===== config.mk =====
export PLATFORM = sky130hd
export DESIGN_NAME = node_step_sched
export DESIGN_NICKNAME = d
export VERILOG_FILES = /design/src/rtl/node_step_sched.sv
export SDC_FILE = /design/constraint.sdc
export NUM_CORES = 1
export LEC_CHECK = 0
export BUFFER_PORTS_ARGS = -buffer_cell sky130_fd_sc_hd__buf_2
export CORE_MARGIN = 4
export CORE_UTILIZATION = 50
export DETAILED_ROUTE_END_ITERATION = 16
export PLACE_DENSITY_LB_ADDON = 0.08
export SETUP_SLACK_MARGIN = 0.4
export SYNTH_ARGS = -nofsm -noshare
export SYNTH_HDL_FRONTEND = slang
export SYNTH_SLANG_ARGS = --single-unit

===== constraint.sdc =====
create_clock -name clk -period 6.68 [get_ports clk]
set_input_delay 0.334 -clock clk [delete_from_list [all_inputs] [get_ports clk]]
set_output_delay 0.334 -clock clk [all_outputs]
set_load 0.1 [all_outputs]

===== src/rtl/node_step_sched.sv =====
// node_step_sched: time-step scheduler for one neuron node.
//
// It drives the work controller through its tik / config_enable /
// config_clear inputs. A run starts with run_start. The run can first clear
// the membranes. It then issues N time steps. Each step is a TIK_W-cycle tik
// pulse, followed by a GUARD-cycle blind window, followed by a wait for the
// work controller to drop work_busy. An optional idle gap separates steps.
//
// Ports:
//   clk, rst_n       clock, asynchronous active-low reset
//   run_start        single-cycle start request (IDLE only)
//   run_abort        synchronous abort, any state
//   cfg_step_num     steps per run     (sampled with run_start)
//   cfg_gap          inter-step gap    (sampled with run_start)
//   cfg_clear_first  clear before step (sampled with run_start)
//   work_busy        work controller busy
//   clear_done       work controller clear-complete pulse
//   tik              time-step tick to the work controller
//   config_enable    enable to the work controller
//   config_clear     clear request to the work controller
//   run_busy         scheduler not idle
//   step_cnt         completed steps of the current / last run
//   run_done         one-cycle run completion pulse
module node_step_sched #(
  parameter int STEP_W = 16,
  parameter int GAP_W  = 8,
  parameter int TIK_W  = 2,
  parameter int GUARD  = 4
) (
  input  logic              clk,
  input  logic              rst_n,
  input  logic              run_start,
  input  logic              run_abort,
  input  logic [STEP_W-1:0] cfg_step_num,
  input  logic [GAP_W-1:0]  cfg_gap,
  input  logic              cfg_clear_first,
  input  logic              work_busy,
  input  logic              clear_done,
  output logic              tik,
  output logic              config_enable,
  output logic              config_clear,
  output logic              run_busy,
  output logic [STEP_W-1:0] step_cnt,
  output logic              run_done
);

  // The phase counter is shared by TIK_HI, GUARD_W and GAP, so it must be
  // wide enough for the longest of the three.
  localparam int PH_MAX = (TIK_W > GUARD) ? TIK_W : GUARD;
  localparam int PH_W   = $clog2(PH_MAX + 1);
  localparam int CNT_W  = (GAP_W > PH_W) ? GAP_W : PH_W;

  localparam logic [CNT_W-1:0]  CNT_ZERO   = {CNT_W{1'b0}};
  localparam logic [CNT_W-1:0]  CNT_ONE    = CNT_W'(1);
  localparam logic [CNT_W-1:0]  TIK_LAST   = CNT_W'(TIK_W - 1);
  localparam logic [CNT_W-1:0]  GUARD_LAST = CNT_W'(GUARD - 1);
  localparam logic [STEP_W-1:0] STEP_ZERO  = {STEP_W{1'b0}};
  localparam logic [STEP_W-1:0] STEP_ONE   = STEP_W'(1);
  localparam logic [GAP_W-1:0]  GAP_ZERO   = {GAP_W{1'b0}};

  typedef enum logic [2:0] {
    ST_IDLE      = 3'd0,
    ST_CLEAR     = 3'd1,
    ST_TIK_HI    = 3'd2,
    ST_GUARD_W   = 3'd3,
    ST_WAIT_BUSY = 3'd4,
    ST_GAP       = 3'd5,
    ST_DONE      = 3'd6
  } state_t;

  state_t            state_r, state_s;
  logic [CNT_W-1:0]  cnt_r, cnt_s;
  logic [STEP_W-1:0] step_num_r, step_num_s;
  logic [GAP_W-1:0]  gap_r, gap_s;
  logic [STEP_W-1:0] step_cnt_s;
  logic [STEP_W-1:0] step_inc_s;
  logic              zero_done_s;

  // Next-state, counter and latched-config logic.
  always_comb begin
    state_s     = state_r;
    cnt_s       = cnt_r;
    step_num_s  = step_num_r;
    gap_s       = gap_r;
    step_cnt_s  = step_cnt;
    zero_done_s = 1'b0;
    step_inc_s  = step_cnt + STEP_ONE;

    if (run_abort) begin
      // Abort beats everything, including a start seen in IDLE.
      state_s = ST_IDLE;
      cnt_s   = CNT_ZERO;
    end else begin
      case (state_r)
        ST_IDLE: begin
          if (run_start) begin
            step_cnt_s = STEP_ZERO;
            if (cfg_step_num != STEP_ZERO) begin
              step_num_s = cfg_step_num;
              gap_s      = cfg_gap;
              cnt_s      = CNT_ZERO;
              if (cfg_clear_first) begin
                state_s = ST_CLEAR;
              end else begin
                state_s = ST_TIK_HI;
              end
            end else begin
              // Empty run: complete at once without leaving IDLE.
              zero_done_s = 1'b1;
            end
          end else begin
            state_s = ST_IDLE;
          end
        end
        ST_CLEAR: begin
          if (clear_done) begin
            state_s = ST_TIK_HI;
            cnt_s   = CNT_ZERO;
          end else begin
            state_s = ST_CLEAR;
          end
        end
        ST_TIK_HI: begin
          if (cnt_r == TIK_LAST) begin
            state_s = ST_GUARD_W;
            cnt_s   = CNT_ZERO;
          end else begin
            cnt_s = cnt_r + CNT_ONE;
          end
        end
        ST_GUARD_W: begin
          // work_busy may still show the previous step here because the work
          // controller needs a few cycles to see the tik edge.
          if (cnt_r == GUARD_LAST) begin
            state_s = ST_WAIT_BUSY;
            cnt_s   = CNT_ZERO;
          end else begin
            cnt_s = cnt_r + CNT_ONE;
          end
        end
        ST_WAIT_BUSY: begin
          if (!work_busy) begin
            step_cnt_s = step_inc_s;
            cnt_s      = CNT_ZERO;
            if (step_inc_s == step_num_r) begin
              state_s = ST_DONE;
            end else if (gap_r != GAP_ZERO) begin
              state_s = ST_GAP;
            end else begin
              state_s = ST_TIK_HI;
            end
          end else begin
            state_s = ST_WAIT_BUSY;
          end
        end
        ST_GAP: begin
          if ((cnt_r + CNT_ONE) == CNT_W'(gap_r)) begin
            state_s = ST_TIK_HI;
            cnt_s   = CNT_ZERO;
          end else begin
            cnt_s = cnt_r + CNT_ONE;
          end
        end
        ST_DONE: begin
          state_s = ST_IDLE;
        end
        default: begin
          state_s = ST_IDLE;
          cnt_s   = CNT_ZERO;
        end
      endcase
    end
  end

  // State, counters and registered outputs. Outputs are decoded from the
  // next state so that each one lines up exactly with its state.
  always_ff @(posedge clk or negedge rst_n) begin
    if (!rst_n) begin
      state_r       <= ST_IDLE;
      cnt_r         <= CNT_ZERO;
      step_num_r    <= STEP_ZERO;
      gap_r         <= GAP_ZERO;
      step_cnt      <= STEP_ZERO;
      tik           <= 1'b0;
      config_enable <= 1'b0;
      config_clear  <= 1'b0;
      run_busy      <= 1'b0;
      run_done      <= 1'b0;
    end else begin
      state_r       <= state_s;
      cnt_r         <= cnt_s;
      step_num_r    <= step_num_s;
      gap_r         <= gap_s;
      step_cnt      <= step_cnt_s;
      tik           <= (state_s == ST_TIK_HI);
      config_clear  <= (state_s == ST_CLEAR);
      config_enable <= (state_s inside {ST_TIK_HI, ST_GUARD_W, ST_WAIT_BUSY,
                                        ST_GAP, ST_DONE});
      run_busy      <= (state_s != ST_IDLE);
      run_done      <= (state_s == ST_DONE) | zero_done_s;
    end
  end

endmodule


# ---- Word-level counts from Yosys, hierarchy flattened
# Cells that the tools add are included.
dict set report op_classes {
  add_sub_neg 2
  mul 0
  n_div 0
  order_cmp 0
  n_eq_ne 23
  shift 0
  n_mux 28
  n_bitwise 2
  n_reduce_logical 9
}
# operator count
set ops {}
lappend ops {{8-bit 2-to-1 mux} 8}
lappend ops {{8-bit case mux with 7 select lines} 1}
lappend ops {{16-bit 2-to-1 mux} 2}
lappend ops {{16-bit case mux with 2 select lines} 1}
lappend ops {{3-bit 2-to-1 mux} 9}
lappend ops {{3-bit == test (second input constant)} 6}
lappend ops {{3-bit case mux with 6 select lines} 1}
lappend ops {{16-bit by 1-bit adder with 16-bit output (second input constant)} 1}
lappend ops {{16-bit == test} 1}
lappend ops {{16-bit nonzero test} 1}
lappend ops {{3-bit by 2-bit == test with 1-bit output (second input constant)} 4}
lappend ops {{3-bit inequality test (second input constant)} 4}
lappend ops {{8-bit by 1-bit adder with 8-bit output (second input constant)} 1}
lappend ops {{8-bit by 1-bit == test with 1-bit output (second input constant)} 1}
lappend ops {{8-bit by 2-bit == test with 1-bit output (second input constant)} 1}
lappend ops {{8-bit == test} 1}
lappend ops {{4-bit AND reduction} 2}
lappend ops {{8-bit nonzero test} 1}
lappend ops {{3-bit by 1-bit == test with 1-bit output (second input constant)} 2}
lappend ops {{2-bit inequality test (second input constant)} 3}
lappend ops {{5-bit AND reduction} 1}
lappend ops {{5-bit nonzero test} 1}
lappend ops {{1-bit 2-to-1 mux} 4}
lappend ops {{2-bit 2-to-1 mux} 2}
lappend ops {{other kinds (5)} 5}
dict set report totals {
  reg_bits 56
  latch_bits 0
  mem_bits_rw 0
  rom_bits 0
  input_bits 31
  output_inout_bits 21
  mem_count 0
}

# ---- Logic depth before layout (Yosys ltp)
# Gate-level depths: netlist (run 1).
dict set report logic_depth {
  word_depth 8
  depth_mapped 9
  depth_no_buf 9
}

# ---- Worst setup path before layout (run 1)
# No wires, ideal clock.
dict set report synth_timing {
  kind {register to register}
  startpoint {register step_cnt[0]}
  endpoint {register config_clear}
  setup_ns 0.121
  arrival_time_ns 2.866
  t_required_ns 6.559
  path_slack_ns 3.693
  stages_incl_launch_ff 10
  path_cell_list {dfrtp_1 ha_1 and3_1 buf_2 nand4_1 xnor2_1 o211ai_1 nor4_1 a21oi_1 and4b_1}
}
dict set report synth_between {
  elab_chain_len 7
}
# element line
set synth_rtl {}
lappend synth_rtl {{from (decl)} 43} ;# output logic [STEP_W-1:0] step_cnt,
lappend synth_rtl {{from (signal assigned)} 194} ;# step_cnt <= step_cnt_s;
lappend synth_rtl {{16-bit by 1-bit adder with 16-bit output} 87} ;# step_inc_s = step_cnt + STEP_ONE;
lappend synth_rtl {{16-bit == test} 145} ;# if (step_inc_s == step_num_r) begin
lappend synth_rtl {{3-bit 2-to-1 mux} 145}
lappend synth_rtl {{3-bit 2-to-1 mux} 142} ;# if (!work_busy) begin
lappend synth_rtl {{3-bit case mux with 6 select lines} 94} ;# case (state_r)
lappend synth_rtl {{3-bit 2-to-1 mux} 89} ;# if (run_abort) begin
lappend synth_rtl {{3-bit by 1-bit == test with 1-bit output} 196} ;# config_clear <= (state_s == ST_CLEAR);
lappend synth_rtl {{to (signal assigned)} 196}
lappend synth_rtl {{to (decl)} 41} ;# output logic config_clear,
# Every way passes these cells.
# A chain may end at the register's enable or synchronous reset.

# ---- Worst setup path after layout (run 1)
# Ends and elaborated chain as after synthesis.

==> impl_metrics.toml, run 1 <==
[clock_network]
hold_buffers = 0
clockBufferDepth = 2
cts_tree = "built"
clock_latency_ns = 0.31
clk_pin_slew_ns = 0.10
numCtsBuffers = 5
root_buffer = "clkbuf_8"
cts_resized = 0
cts.sinks = 56
htreeDepth = 2
cts_setup_buffers = 0

[power]
power.leakage_nw = 1.675
vdd_drop_max_v = 0.0001196
power.density_nw_per_um2 = 217.4
total_power_mw = 0.8482

[layout]
fin_util_pct = 57.11
antenna_cells = 0
area_growth_pct = 10.92
fin_area_um2 = 3901
fin_cells = 520
fin_nets = 457
drive_gt1_share_pct = 21.93

[worst_setup_path]
worst_path_max_delay_cell = "nor4_1"
crit_fanout = 7
start_kind = "register"
critPathTopFamily = "simple AND/OR/NAND/NOR gates"
worstPathRequired_ns = 6.89
path_class = "reg2reg"
crit_chain = "ha_1 > and3_1 > nand3_1 > nor3_1 > o211ai_1 > nor4_1 > a21oi_1 > and4b_1"
max_stage_delay_ns = 0.52
critPathBufInv = 0
end_kind = "register"
crit_arrival_ns = 3.15

[timing]
setup_slack_ns = 3.736
drv_slew = 0
clock_skew_ns = 0.008979
timing.final.crit_period_ns = 2.944
tightest_slew_ns = 1.228
hold_ws_ns = 0.1521
relSlewSlack_pct = 17.50
rsz0062_at_grt = "no"
setup_viol = 0
fin_crit_sh_pct = 44.07
timing.fmax_mhz = 339.7
hold_viol_final = 0
final.setup.tns_ns = 0

[grt]
grt-ovfl-total = 0
antenna_found_initial = 0
grt_use_total_pct = 21.08
grt_max_degree = 57
grt_pass1_wl_mm = 14.30
grt_pass1_vias = 2861

[logic_synthesis]
syn-num-nets = 420
syn_inst = 386
yosys.area.top_type_share_pct = 39.84
synth_area_leaders = "dfrtp_1, mux2_2, xnor2_1"
synthFlopType = "dfrtp_1"
ys_warn_count = 0
synth_area_leader_cell = "dfrtp_1"
synth.cell_area_um2 = 3517
synth-seq-cells = 56
ys_top_cells_by_count = "dfrtp_1, nand2_1, nor2_1, o21ai_0, mux2_2"
synth_async_sr_flop_share_pct = 100.0
synth_enable_flop_cells = 0
syn-mean-instance-area_um2 = 9.112
post_synth_num_cell_types = 55
yosysMostFrequentCell = "dfrtp_1"
synth-seq-area-share_pct = 39.84

[route]
ant_nets = 0
drt_iter0_drc = 140
wire_per_inst_um = 16.56
wirelength_mm = 8.610
dr.pass1.iters = 5
drcViolationCount = 0
num_vias = 3063
via_per_inst = 5.890

[floorplanning]
die_x_um = 91.87
io_pins = 52
initial_utilization_pct = 51.48
num_rows = 30
die_area_um2 = 8440
core-area_um2 = 6832
die_h_um = 91.87

[placement]
pre_cts_ws_ns = 3.865
dpl.cell_count = 512
dpl_cell_area_um2 = 3790
dp_hpwl_mm = 6.401
io_buffer_count = 51
place_congestion = 0.8851

[status]
status = "finished clean"

[job]
max_cap_violations = 0

[min_path]
min_path_type = "in2async"
[cell type report]
type	instances	area [µm²]
multi-input cells	299	1972
fillers	672	2930
clock inverters	3	42.54
inverters	9	33.78
well taps	96	120.1
clock buffers	5	68.82
repair buffers	52	262.8
flip-flops and latches	56	1401
[layer usage]
| metal | track usage [%] | vias to the layer above | wire [µm] |
|---|---|---|---|
| met2 | 32.06 | 113 | 3825 |
| met5 | 0 | - | 0 |
| met4 | 7.302 | 0 | 169 |
| li1 | - | 1476 | - |
| met3 | 3.199 | 15 | 468 |
| met1 | 30.58 | 1459 | 4146 |
[cell families (layout without fill, tap and decap cells)]
kind of cell	after synthesis	count (layout)	share of synthesized area [%]
muxes	25	25	7.933
DFF	56	56	39.84
xor gates and xnor gates	29	29	7.613
AOI/OAI and AO/OA	92	92	17.04
adders and majority gates	3	3	1.067
and+or+nand+nor	150	150	22.41
buffers and inverters	31	69	4.091
[worst paths after layout]
path / start / endpoint / slack (ns) / depth (start not counted)
setup reg to reg: step_cnt[0] / config_clear / 3.74 / 8
min in group clk: cfg_gap[5] / gap_r[5] / 0.24 / 3
max in group asynchronous: rst_n / gap_r[5] / 6.04 / 2
hold / removal: rst_n / config_enable / 0.15 / 2
setup / recovery: step_cnt[0] / config_clear / 3.74 / 8
hold reg to reg: step_num_r[10] / step_num_r[10] / 0.54 / 1
[power breakdown]
part | leakage (nW) | switching (mW) | total [mW] | internal, mW
Combinational | 0.897 | 0.108 | 0.203 | 0.0946
Sequential | 0.724 | 0.0408 | 0.420 | 0.380
Clock | 0.0541 | 0.114 | 0.225 | 0.111
[sequential cells by signal, indices dropped and copies added, names as in the netlist]
| register | cells |
|---|---|
| step_cnt | 16 |
| step_num_r | 16 |
| cnt_r | 8 |
| gap_r | 8 |
| state_r | 3 |
| config_clear | 1 |
| config_enable | 1 |
| run_busy | 1 |
| run_done | 1 |
| tik | 1 |
[cells in the final DEF (no fill, tap or decap), types with 2 or more instances in the layout]
cell type  netlist  final
a211oi_1         2      2
nand2_1         32     32
dfrtp_1         56     56
ha_1             3      3
or3_1            3      3
inv_1            9      9
nor3b_1          2      2
and3_1           6      6
and4b_1          2      2
clkbuf_8         0      5
o31ai_1          7      7
xnor2_1         19     19
mux2_2          23     23
nor3_1          13     13
o211ai_1         7      7
nor4_1          15     15
o21a_1           4      4
buf_2           12     51
o211a_1          3      3
nor2b_1          7      7
a21o_1           6      6
a31oi_1          9      9
a21oi_1         14     14
mux2i_1          2      2
o21ai_0         28     28
nand2b_1         7      7
and2_1           2      2
nand3_1         15     15
nor2_1          29     29
a31o_2           2      2
xor2_1           9      9
nand4_1          8      8
Note: power is estimated with default switching activity, not from simulation.
==> inputs of run 2 (changes only) <==
Clock period 6.68 ns to 3.1 ns, I/O delays scaled along.
==> run 2 against run 1 <==
  * Setup slack worse by 3.2 ns
  * Routed wire length is 0.60% lower
  * Clock skew is 0.0047 ns higher
  * Count of clock-buffer cells in the layout is 2 higher
==> impl_metrics.toml, run 2 (synthesis results as in run 1) <==
[worst_setup_path]
setup.worst_path.start = "step_cnt[0]"
path_class = "reg2reg"
reg2reg_slack_ns = 0.57
worst_path_max_delay_cell = "dfrtp_2"
reg2reg_to = "config_clear"
end_kind = "register"
crit_fanout = 7
r2r_cells = 8
max_stage_delay_ns = 0.43
crit_arrival_ns = 2.73
worstPathRequired_ns = 3.30
start_kind = "register"
crit_chain = "ha_1 > and3_1 > nand4_1 > xnor2_1 > o211ai_1 > nor4_2 > o21a_2 > and4b_1"
r2r_start = "step_cnt[0]"

[route]
num_vias = 3025
wirelength_mm = 8.558
drt_iter0_drc = 136
via_per_inst = 5.762
wire_per_inst_um = 16.30
drcViolationCount = 0
ant_nets = 0
dr.pass1.iters = 4

[power]
total_power_mw = 1.894
p_seq_share_pct = 47.9
p_int_mw = 1.313
pwr-share-clk_pct = 28.0
pwr-share-comb_pct = 24.1
power.leakage_nw = 1.691
vdd_drop_max_v = 0.0002576
p_sw_share_pct = 30.70
power.density_nw_per_um2 = 473.7
p_switching_mw = 0.5815

[clock_network]
cts_tree = "built"
htreeDepth = 2
clk_pin_slew_ns = 0.11
clockBufferDepth = 2
cts.sinks = 56
clock_latency_ns = 0.31
root_buffer = "clkbuf_8"
numCtsBuffers = 5

[placement]
io_buffer_count = 51
dp_hpwl_mm = 6.406
place_congestion = 0.9006

[timing]
fin_crit_sh_pct = 81.54
relSlewSlack_pct = 43.17
drv_slew = 0
final.setup.tns_ns = 0
timing.final.crit_period_ns = 2.528
clock_skew_ns = 0.01370
hold_viol_final = 0
tightest_slew_ns = 0.8525
hold_ws_ns = 0.05698
setup_viol = 0
timing.fmax_mhz = 395.6
rsz0062_at_grt = "no"

[layout]
fin_nets = 462
nFillCells = 657
area_growth_pct = 13.70
final_common_cell = "buf_2"
layout_common_cells = "buf_2, dfrtp_1, nand2_1"
reg_top3 = "step_cnt (16), step_num_r (16)"
drive_gt1_share_pct = 26.11
antenna_cells = 0

[min_path]
hold_depth = 3
hp-start = "cfg_gap[5]"
min_path_type = "in2reg"
min_to = "gap_r[5]"

[grt]
grt_max_degree = 38
grt_use_total_pct = 20.89
grt_pass1_wl_mm = 14.32
antenna_found_initial = 0
grt_pass1_vias = 2848
grt-ovfl-total = 0

[floorplanning]
die_area_um2 = 8440
initial_utilization_pct = 51.48
die_h_um = 91.87
core-area_um2 = 6832
die_x_um = 91.87
num_rows = 30
io_pins = 52

[status]
status = "finished clean"

[job]
max_cap_violations = 0
[run 2: critical path, delay by kind of cell, from the launching register on]
family / cells / cell delay, ns
fa+ha+maj: 1 / 0.26
xor+xnor: 1 / 0.27
compound gates: 2 / 0.36
flops: 1 / 0.43
simple gates: 4 / 1.09
[run 2: repair_timing]
item,in CTS,in global routing
hold endpoints to repair,36,0
gates resized for setup,0,7
buffers inserted,0,0
setup endpoints to repair,0,13
hold buffers,1,0
[run 2: layout make-up]
| class | instances | area [µm²] | area share (%) |
|---|---|---|---|
| sequential | 56 | 1414 | 35.36 |
| inverter | 9 | 33.78 | 0.8448 |
| clock buffer | 7 | 96.34 | 2.409 |
| clock inverter | 1 | 30.03 | 0.7509 |
| multi-input combinational | 299 | 2002 | 50.06 |
| tap | 96 | 120.1 | 3.004 |
| timing repair buffer | 57 | 302.8 | 7.572 |
[run 2: worst max-delay path by stage]
stage,endpoint,slack [ns],cells after the start
after global routing,cnt_r[6],0.40,8
after global placement,cnt_r[6],0.53,8
final,config_clear,0.57,8
after floorplan,config_clear,0.43,7
after CTS,run_done,0.41,8
after detailed placement,run_done,0.46,8
[run 2: routing by layer]
layer	GRT usage, %	share of wire (%)	vias to the layer above
li1	-	-	1498
met1	31.45	49	1433
met2	31.69	44	87
met3	3.117	5.7	7
met4	4.827	0.93	0
met5	0	0	-
[run 2: power groups by stage]
stage	Sequential (mW)	Clock, mW	Combinational [mW]
6_report	0.907	0.531	0.457
5_1_grt	0.924	0.579	0.503
4_1_cts	0.907	0.545	0.453
2_1_floorplan	0.940	0	0.300
3_5_place_dp	0.923	0	0.450
3_3_place_gp	0.918	0	0.443
[run 2: through the flow]
| stage | util [%] | instances | area, µm² | worst slack [ns] |
|---|---|---|---|---|
| after global routing | 58.53 | 525 | 3999 | 0.3965 |
| after detailed placement | 56.08 | 516 | 3831 | 0.4626 |
| final | 58.53 | 525 | 3999 | 0.5724 |
| after floorplan | - | 386 | 3528 | 0.4343 |
| after CTS | 58.08 | 525 | 3968 | 0.4109 |
| after global placement | 56.08 | 516 | 3831 | 0.5316 |
